<file path="config.mk">
export PLATFORM = sky130hd
export DESIGN_NAME = imem_boot_loader_flat
export DESIGN_NICKNAME = d
export VERILOG_FILES = /design/src/rtl/imem_boot_loader_pkg.sv /design/src/rtl/imem_boot_loader_if.sv /design/src/rtl/imem_boot_loader_byte_packer.sv /design/src/rtl/imem_boot_loader.sv /design/src/flat_wrapper.sv
export SDC_FILE = /design/constraint.sdc
export NUM_CORES = 1
export LEC_CHECK = 0
export BUFFER_PORTS_ARGS = -buffer_cell sky130_fd_sc_hd__buf_4
export CELL_PAD_IN_SITES_DETAIL_PLACEMENT = 2
export CELL_PAD_IN_SITES_GLOBAL_PLACEMENT = 2
export CORE_MARGIN = 2
export CORE_UTILIZATION = 36
export DETAILED_ROUTE_END_ITERATION = 8
export PLACE_DENSITY = 0.9
export SLEW_MARGIN = 20
export SYNTH_ARGS = -nofsm -noshare
export SYNTH_HDL_FRONTEND = slang
export SYNTH_SLANG_ARGS = --single-unit
export TNS_END_PERCENT = 5
</file>
<file path="constraint.sdc">
create_clock -name clk_i -period 6.1 [get_ports clk_i]
set_input_delay 1.525 -clock clk_i [delete_from_list [all_inputs] [get_ports clk_i]]
set_output_delay 1.525 -clock clk_i [all_outputs]
set_load 0.05 [all_outputs]
</file>
<file path="src/rtl/imem_boot_loader_pkg.sv">
// Shared types and constants for the instruction-memory boot loader.
package imem_ldr_pkg;
  localparam int WORDS = 32;
  localparam int AW    = 5;
  localparam int LEN_W = 6;

  typedef enum logic [2:0] {
    IDLE  = 3'd0,
    LOAD  = 3'd1,
    CHECK = 3'd2,
    RUN   = 3'd3,
    ERROR = 3'd4
  } ldr_state_t;

  // Requested lengths beyond the memory depth load the whole memory.
  function automatic logic [LEN_W-1:0] clamp_len(input logic [LEN_W-1:0] len);
    if (len > LEN_W'(WORDS)) begin
      return LEN_W'(WORDS);
    end else begin
      return len;
    end
  endfunction
endpackage

</file>
<file path="src/rtl/imem_boot_loader_if.sv">
// Host-side bus of the boot loader: control, byte stream, memory ports and CPU status.
interface imem_boot_loader_if;
  import imem_ldr_pkg::*;

  logic                 start_i;
  logic [LEN_W-1:0]     len_i;
  logic [7:0]           byte_data_i;
  logic                 byte_valid_i;
  logic                 byte_ready_o;
  logic [31:0]          cpu_pc_i;
  logic [AW-1:0]        mem_raddr_o;
  logic                 mem_we_o;
  logic [AW-1:0]        mem_waddr_o;
  logic [31:0]          mem_wdata_o;
  logic                 cpu_rst_n_o;
  logic                 busy_o;
  logic                 done_o;
  logic                 err_o;
  logic                 misalign_o;

  modport master (
    output start_i, len_i, byte_data_i, byte_valid_i, cpu_pc_i,
    input  byte_ready_o, mem_raddr_o, mem_we_o, mem_waddr_o, mem_wdata_o,
           cpu_rst_n_o, busy_o, done_o, err_o, misalign_o
  );

  modport slave (
    input  start_i, len_i, byte_data_i, byte_valid_i, cpu_pc_i,
    output byte_ready_o, mem_raddr_o, mem_we_o, mem_waddr_o, mem_wdata_o,
           cpu_rst_n_o, busy_o, done_o, err_o, misalign_o
  );
endinterface

</file>
<file path="src/rtl/imem_boot_loader_byte_packer.sv">
// Packs accepted stream bytes into little-endian 32-bit words; the completed
// word is presented combinationally in the cycle of the fourth handshake.
module byte_packer (
  input  logic        clk_i,
  input  logic        rst_i,
  input  logic        clr_i,
  input  logic        accept_i,
  input  logic [7:0]  byte_i,
  output logic [31:0] word_o,
  output logic        word_valid_o
);
  logic [1:0]  cnt_r;
  logic [23:0] hold_r;

  assign word_valid_o = accept_i && (cnt_r == 2'd3);
  assign word_o       = {byte_i, hold_r};

  // Byte counter and holding register for the first three bytes of a word.
  always_ff @(posedge clk_i) begin
    if (!rst_i) begin
      cnt_r  <= 2'd0;
      hold_r <= 24'd0;
    end else if (clr_i) begin
      cnt_r  <= 2'd0;
      hold_r <= 24'd0;
    end else if (accept_i) begin
      cnt_r <= cnt_r + 2'd1;
      case (cnt_r)
        2'd0:    hold_r[7:0]   <= byte_i;
        2'd1:    hold_r[15:8]  <= byte_i;
        2'd2:    hold_r[23:16] <= byte_i;
        default: hold_r        <= hold_r;
      endcase
    end else begin
      cnt_r  <= cnt_r;
      hold_r <= hold_r;
    end
  end
endmodule

</file>
<file path="src/rtl/imem_boot_loader.sv">
// Boot loader top: load FSM, word counter, running checksum and fetch-address path.
module imem_boot_loader
  import imem_ldr_pkg::*;
(
  input logic          clk_i,
  input logic          rst_i,
  imem_boot_loader_if.slave bus
);
  ldr_state_t       state_r, state_s;
  logic [LEN_W-1:0] len_r, len_s;
  logic [LEN_W-1:0] wcnt_r, wcnt_s, wcnt_inc_s;
  logic [31:0]      sum_r, sum_s;
  logic             we_r, we_s;
  logic [AW-1:0]    waddr_r, waddr_s;
  logic [31:0]      wdata_r, wdata_s;
  logic             clr_s, accept_s;
  logic [31:0]      word_s;
  logic             word_valid_s;
  logic             byte_ready_r, busy_r, done_r, err_r, cpu_rst_n_r;
  logic             unused_pc_s;

  assign accept_s   = bus.byte_valid_i && byte_ready_r;
  assign wcnt_inc_s = wcnt_r + 6'd1;

  byte_packer u_packer (
    .clk_i        (clk_i),
    .rst_i        (rst_i),
    .clr_i        (clr_s),
    .accept_i     (accept_s),
    .byte_i       (bus.byte_data_i),
    .word_o       (word_s),
    .word_valid_o (word_valid_s)
  );

  // Next-state and datapath update decisions.
  always_comb begin
    state_s = state_r;
    len_s   = len_r;
    wcnt_s  = wcnt_r;
    sum_s   = sum_r;
    we_s    = 1'b0;
    waddr_s = waddr_r;
    wdata_s = wdata_r;
    clr_s   = 1'b0;
    case (state_r)
      IDLE, RUN, ERROR: begin
        if (bus.start_i) begin
          len_s   = clamp_len(bus.len_i);
          wcnt_s  = 6'd0;
          sum_s   = 32'd0;
          clr_s   = 1'b1;
          state_s = (clamp_len(bus.len_i) == 6'd0) ? CHECK : LOAD;
        end else begin
          state_s = state_r;
        end
      end
      LOAD: begin
        if (word_valid_s) begin
          if (wcnt_r < LEN_W'(WORDS)) begin
            we_s    = 1'b1;
            waddr_s = wcnt_r[AW-1:0];
            wdata_s = word_s;
          end else begin
            we_s = 1'b0;
          end
          sum_s  = sum_r + word_s;
          wcnt_s = wcnt_inc_s;
          if (wcnt_inc_s == len_r) begin
            state_s = CHECK;
          end else begin
            state_s = LOAD;
          end
        end else begin
          state_s = LOAD;
        end
      end
      CHECK: begin
        if (word_valid_s) begin
          state_s = (word_s == sum_r) ? RUN : ERROR;
        end else begin
          state_s = CHECK;
        end
      end
      default: state_s = IDLE;
    endcase
  end

  // State, datapath and status registers; status flags decode the next state
  // so they change in the same cycle as the state itself.
  always_ff @(posedge clk_i) begin
    if (!rst_i) begin
      state_r      <= IDLE;
      len_r        <= 6'd0;
      wcnt_r       <= 6'd0;
      sum_r        <= 32'd0;
      we_r         <= 1'b0;
      waddr_r      <= {AW{1'b0}};
      wdata_r      <= 32'd0;
      byte_ready_r <= 1'b0;
      busy_r       <= 1'b0;
      done_r       <= 1'b0;
      err_r        <= 1'b0;
      cpu_rst_n_r  <= 1'b0;
    end else begin
      state_r      <= state_s;
      len_r        <= len_s;
      wcnt_r       <= wcnt_s;
      sum_r        <= sum_s;
      we_r         <= we_s;
      waddr_r      <= waddr_s;
      wdata_r      <= wdata_s;
      byte_ready_r <= (state_s == LOAD) || (state_s == CHECK);
      busy_r       <= (state_s == LOAD) || (state_s == CHECK);
      done_r       <= (state_s == RUN);
      err_r        <= (state_s == ERROR);
      cpu_rst_n_r  <= (state_s == RUN);
    end
  end

  assign bus.byte_ready_o = byte_ready_r;
  assign bus.mem_we_o     = we_r;
  assign bus.mem_waddr_o  = waddr_r;
  assign bus.mem_wdata_o  = wdata_r;
  assign bus.busy_o       = busy_r;
  assign bus.done_o       = done_r;
  assign bus.err_o        = err_r;
  assign bus.cpu_rst_n_o  = cpu_rst_n_r;
  assign bus.mem_raddr_o  = bus.cpu_pc_i[AW+1:2];
  assign bus.misalign_o   = done_r && (bus.cpu_pc_i[1:0] != 2'b00);
  assign unused_pc_s      = ^bus.cpu_pc_i[31:AW+2];
endmodule

</file>
<file path="src/flat_wrapper.sv">
// flat-port wrapper written by rule: the top's interface ports become plain ports
module imem_boot_loader_flat import imem_ldr_pkg::*;
  (clk_i, rst_i, bus_start_i, bus_len_i, bus_byte_data_i, bus_byte_valid_i, bus_cpu_pc_i, bus_byte_ready_o, bus_mem_raddr_o, bus_mem_we_o, bus_mem_waddr_o, bus_mem_wdata_o, bus_cpu_rst_n_o, bus_busy_o, bus_done_o, bus_err_o, bus_misalign_o);
  imem_boot_loader_if bus_i ();
  input logic clk_i;
  input logic rst_i;
  input wire logic [$bits(bus_i.start_i)-1:0] bus_start_i;
  input wire logic [$bits(bus_i.len_i)-1:0] bus_len_i;
  input wire logic [$bits(bus_i.byte_data_i)-1:0] bus_byte_data_i;
  input wire logic [$bits(bus_i.byte_valid_i)-1:0] bus_byte_valid_i;
  input wire logic [$bits(bus_i.cpu_pc_i)-1:0] bus_cpu_pc_i;
  output wire logic [$bits(bus_i.byte_ready_o)-1:0] bus_byte_ready_o;
  output wire logic [$bits(bus_i.mem_raddr_o)-1:0] bus_mem_raddr_o;
  output wire logic [$bits(bus_i.mem_we_o)-1:0] bus_mem_we_o;
  output wire logic [$bits(bus_i.mem_waddr_o)-1:0] bus_mem_waddr_o;
  output wire logic [$bits(bus_i.mem_wdata_o)-1:0] bus_mem_wdata_o;
  output wire logic [$bits(bus_i.cpu_rst_n_o)-1:0] bus_cpu_rst_n_o;
  output wire logic [$bits(bus_i.busy_o)-1:0] bus_busy_o;
  output wire logic [$bits(bus_i.done_o)-1:0] bus_done_o;
  output wire logic [$bits(bus_i.err_o)-1:0] bus_err_o;
  output wire logic [$bits(bus_i.misalign_o)-1:0] bus_misalign_o;
  assign bus_i.start_i = bus_start_i;
  assign bus_i.len_i = bus_len_i;
  assign bus_i.byte_data_i = bus_byte_data_i;
  assign bus_i.byte_valid_i = bus_byte_valid_i;
  assign bus_i.cpu_pc_i = bus_cpu_pc_i;
  assign bus_byte_ready_o = bus_i.byte_ready_o;
  assign bus_mem_raddr_o = bus_i.mem_raddr_o;
  assign bus_mem_we_o = bus_i.mem_we_o;
  assign bus_mem_waddr_o = bus_i.mem_waddr_o;
  assign bus_mem_wdata_o = bus_i.mem_wdata_o;
  assign bus_cpu_rst_n_o = bus_i.cpu_rst_n_o;
  assign bus_busy_o = bus_i.busy_o;
  assign bus_done_o = bus_i.done_o;
  assign bus_err_o = bus_i.err_o;
  assign bus_misalign_o = bus_i.misalign_o;
  imem_boot_loader u_core (.clk_i(clk_i), .rst_i(rst_i), .bus(bus_i));
endmodule
</file>
==> metrics.log <==
[metrics] outcome: finished, final reports clean
[metrics] leakage power: 3.029 nW
[metrics] number of distinct library cell variants in the gate-level netlist after synthesis: 60
[metrics] sequential area share after synthesis: 36.86%
[metrics] post-synthesis sequential element count: 114
[metrics] pin count of the biggest net entering global routing: 82
[metrics] Reg2Reg Depth: 11
[metrics] area of the core: between 15000 and 20000 µm²
[metrics] number of buffers added by the clock tree synthesis step: 17
[metrics] Placement Rows: 47
[metrics] antenna viol nets, final: 0
[metrics] clock slew at reported path FFs: ~0.060 ns
[metrics] Post-CTS Repair Setup Buffers: 0
[metrics] number of I/O pins: a little under 100
[metrics] startpoint class of the critical path: input port
[metrics] total of hold buffers inserted after clock tree synthesis: 0
[metrics] post-layout instance count excluding filler cells: 1010
[metrics] worst-case clock skew: 0.01378 ns
[metrics] final antenna diode count: 0
[metrics] R2R Path End: u_core.sum_r[28]$_SDFFE_PN0P_
[metrics] Min Clock Period, post-route: 3.866 ns
[metrics] most frequently used flop master after synthesis: sky130_fd_sc_hd__dfxtp_1
[metrics] worst supply voltage drop on vdd: 0.2007 mV
[metrics] total congestion overflow: 0
[metrics] register-to-register path setup slack: 2.46 ns
[metrics] required time worst endpoint: 6.42 ns
[metrics] number of nets in the layout: 867
[metrics] Worst Hold Path Cells: 2
[metrics] post-detailed-route wirelength per cell: between 20 and 30 µm
[metrics] Crit Reg-Reg Startpoint: u_core.u_packer.hold_r[0]$_SDFFE_PP0P_
[metrics] Setup WS pre-CTS: 1.945 ns
[metrics] maxcap violations: 0
[metrics] latest clock arrival within the worst-skew pair: 0.44 ns
[metrics] yosys warns: 0
[metrics] total number of vias: 6071
[metrics] wire length of the first global-routing pass: 41320 µm
[metrics] number of global-route vias before repair: 6871
[metrics] number of flops mapped to enable cells by yosys: 0
[metrics] setup repair after global routing missed its margin: false
[metrics] number of fillers in the final layout: 1785
[metrics] via density per instance: 6.011
[metrics] violation count after the first detailed-route iteration: 386
[metrics] crit share post-route: 63.37%
[metrics] maximum root-to-sink buffer count: 2
[metrics] Max H-tree Level: 4
[metrics] hold path startpoint: u_core.sum_r[26]$_SDFFE_PN0P_
[metrics] DRT Pass-1 Iters: 6
[metrics] number of failing setup endpoints in the final timing report: 0
[metrics] number of nets produced by synthesis: slightly above 800
[metrics] slew at the pin with the worst max-slew slack: 1.119 ns
[metrics] layout cell share with drive strength beyond 1: roughly 14%
[metrics] final setup slack of the worst path: around 2.2 ns
[metrics] normalized max-slew margin: between 20% and 30%
[metrics] number of gates resized after CTS: 0
[metrics] classification of the worst setup path: in -> reg
[metrics] cell at the root of the clock tree: sky130_fd_sc_hd__clkbuf_16
[metrics] worst hold endpoint: u_core.sum_r[26]$_SDFFE_PN0P_
[metrics] Final Util: between 40% and 50%
[metrics] power per standard cell area: 255.1 nW/µm²
[metrics] placed cells: 981
[metrics] Total Negative Setup Slacks: 0 ns
[metrics] starting utilization of the core area: 37.08%
[metrics] post-synthesis cell count: 739
[metrics] synthesis-to-layout area growth: 18.27%
[metrics] height of the chip: 135.2 µm
[metrics] worst hold path class: reg -> reg
[metrics] Post-Synthesis Mean Instance Area: between 8 and 9 µm²
[metrics] total power: 0.001868 W
[metrics] number of antenna violations at the first check in global routing: 0
[metrics] largest driver fanout on the critical path: 16
[metrics] routability-driven placement congestion ratio: between 0.8 and 0.9
[metrics] quantity of I/O buffers inserted on ports: 63
[metrics] detailed placement HPWL: 15510 µm
[metrics] clock tree from TritonCTS: built
[metrics] max-slew violation count: 0
[metrics] share of synthesized flip-flops with an asynchronous set or reset: 0%
[metrics] post-detailed-route DRC marker count: 0
[metrics] Worst Path Arrival: 4.18 ns
[metrics] critical path launch point: bus_byte_valid_i
[metrics] Overall Global Routing Usage: a little under a third
[metrics] clk sink count: approximately 110
[metrics] area of the die: 18270 µm²
[metrics] horizontal die dimension: 135.2 µm
[metrics] Highest Clock Rate: about 260 MHz
[metrics] Final Hold Violating Endpoints: 0
[metrics] type of element capturing the critical path: flop
[metrics] total routed wirelength: 26800 µm
[metrics] post-synthesis instance area: 6192 µm²
-- placed cells by master (no fill, tap or decap), drive strengths merged, types with 2 or more instances in the layout --
cell,synthesis,final
dfxtp,114,114
nand2,112,112
buf,12,68
nor2,56,56
a21boi,47,47
a21oi,43,43
ha,36,36
o21ai,35,35
nand3,31,31
mux2i,24,24
clkbuf,34,23
xor2,20,20
inv,18,18
xnor2,17,17
nor2b,16,16
a21o,13,13
nor3,12,12
and2,12,12
nor4,10,10
nand4,9,9
o21bai,9,9
nor3b,7,7
o211ai,6,6
nand2b,5,5
a22oi,5,5
a211oi,5,5
o21a,4,4
clkinv,0,4
a221oi,3,3
and3,3,3
a32oi,2,2
bufinv,0,2
o31ai,2,2
o311ai,2,2
-- area by class of cell --
| cell class | count | area (µm²) | share of cell area, % |
|---|---|---|---|
| multi-input combinational | 561 | 3620 | 49.43 |
| clock buffer | 23 | 488.0 | 6.663 |
| tap | 220 | 275.3 | 3.759 |
| timing repair buffer | 68 | 510.5 | 6.971 |
| inverter | 18 | 67.56 | 0.9226 |
| clock inverter | 6 | 80.08 | 1.093 |
| sequential | 114 | 2282 | 31.16 |
-- cell usage after synthesis (12+ instances only) --
master	instances	share of area, %
sky130_fd_sc_hd__a21boi_0	47	5.7
sky130_fd_sc_hd__a21o_1	13	1.6
sky130_fd_sc_hd__a21oi_1	40	3.2
sky130_fd_sc_hd__and2_1	12	1.2
sky130_fd_sc_hd__clkbuf_1	32	1.9
sky130_fd_sc_hd__dfxtp_1	114	37
sky130_fd_sc_hd__ha_1	36	7.3
sky130_fd_sc_hd__inv_1	18	1.1
sky130_fd_sc_hd__mux2i_1	24	3.9
sky130_fd_sc_hd__nand2_1	111	6.7
sky130_fd_sc_hd__nand3_1	31	2.5
sky130_fd_sc_hd__nor2_1	56	3.4
sky130_fd_sc_hd__nor2b_1	16	1.6
sky130_fd_sc_hd__nor3_1	12	0.97
sky130_fd_sc_hd__o21ai_0	33	2.7
sky130_fd_sc_hd__xnor2_1	17	2.4
sky130_fd_sc_hd__xor2_1	20	2.8
-- where the power goes --
group          switching (W)  leakage, nW  internal (W)
combinational      0.0000690         1.83     0.0000348
sequential        0.00000712        0.919      0.000750
clock               0.000373        0.285      0.000634
-- critical path: stages --
cell and delay, ns:
sky130_fd_sc_hd__buf_4 0.13, sky130_fd_sc_hd__nand3_1 0.29, sky130_fd_sc_hd__nor4_4 0.94, sky130_fd_sc_hd__nand2_1 0.70
sky130_fd_sc_hd__a2111o_1 0.48, sky130_fd_sc_hd__o311ai_0 0.11
-- metal layers --
layer,up-vias,track usage [%],part of all wire (%)
met5,-,0,0
met4,0,16.72,4.7
met3,99,6.322,4.5
met2,227,54.03,51
met1,3078,33.16,40
li1,2667,-,-
-- through the flow --
stage / hold slack (ns) / cell area (µm²)
after CTS: 0.4728 / 7323
final: 0.4753 / 7323
after global routing: 0.4922 / 7323
after floorplan: 0.4291 / 6192
after detailed placement: 0.4650 / 6755
after global placement: 0.4435 / 6755
-- logic make-up (layout without fill, tap and decap cells) --
family / after synthesis / in the layout / synth area share, %
AOI/OAI and AO/OA: 187 / 187 / 20.87
and+or+nand+nor: 276 / 276 / 20.63
DFF: 114 / 114 / 36.86
xor gates and xnor gates: 37 / 37 / 5.233
muxes: 24 / 24 / 3.880
adders and majority gates: 37 / 37 / 7.597
buffers and inverters: 64 / 115 / 4.930
-- state kept, by name, summed over array words and instances (netlist names) --
name and cells:
u_core.bus.mem_wdata_o 32, u_core.sum_r 32, u_core.u_packer.hold_r 24, u_core.len_r 6, u_core.wcnt_r 6, u_core.bus.mem_waddr_o 5
u_core.state_r 3, u_core.u_packer.cnt_r 2, u_core.bus.byte_ready_o 1, u_core.bus.done_o 1, u_core.bus.err_o 1, u_core.bus.mem_we_o 1
-- worst max-delay path by stage --
stage	to	slack (ns)
after global routing	u_core.sum_r[30]$_SDFFE_PN0P_	2.22
after floorplan	bus_misalign_o	2.64
after detailed placement	u_core.sum_r[30]$_SDFFE_PN0P_	1.95
after CTS	u_core.sum_r[30]$_SDFFE_PN0P_	2.35
after global placement	u_core.sum_r[30]$_SDFFE_PN0P_	2.06
final	u_core.sum_r[30]$_SDFFE_PN0P_	2.23
No activity file was read; power rests on OpenSTA's default activity.
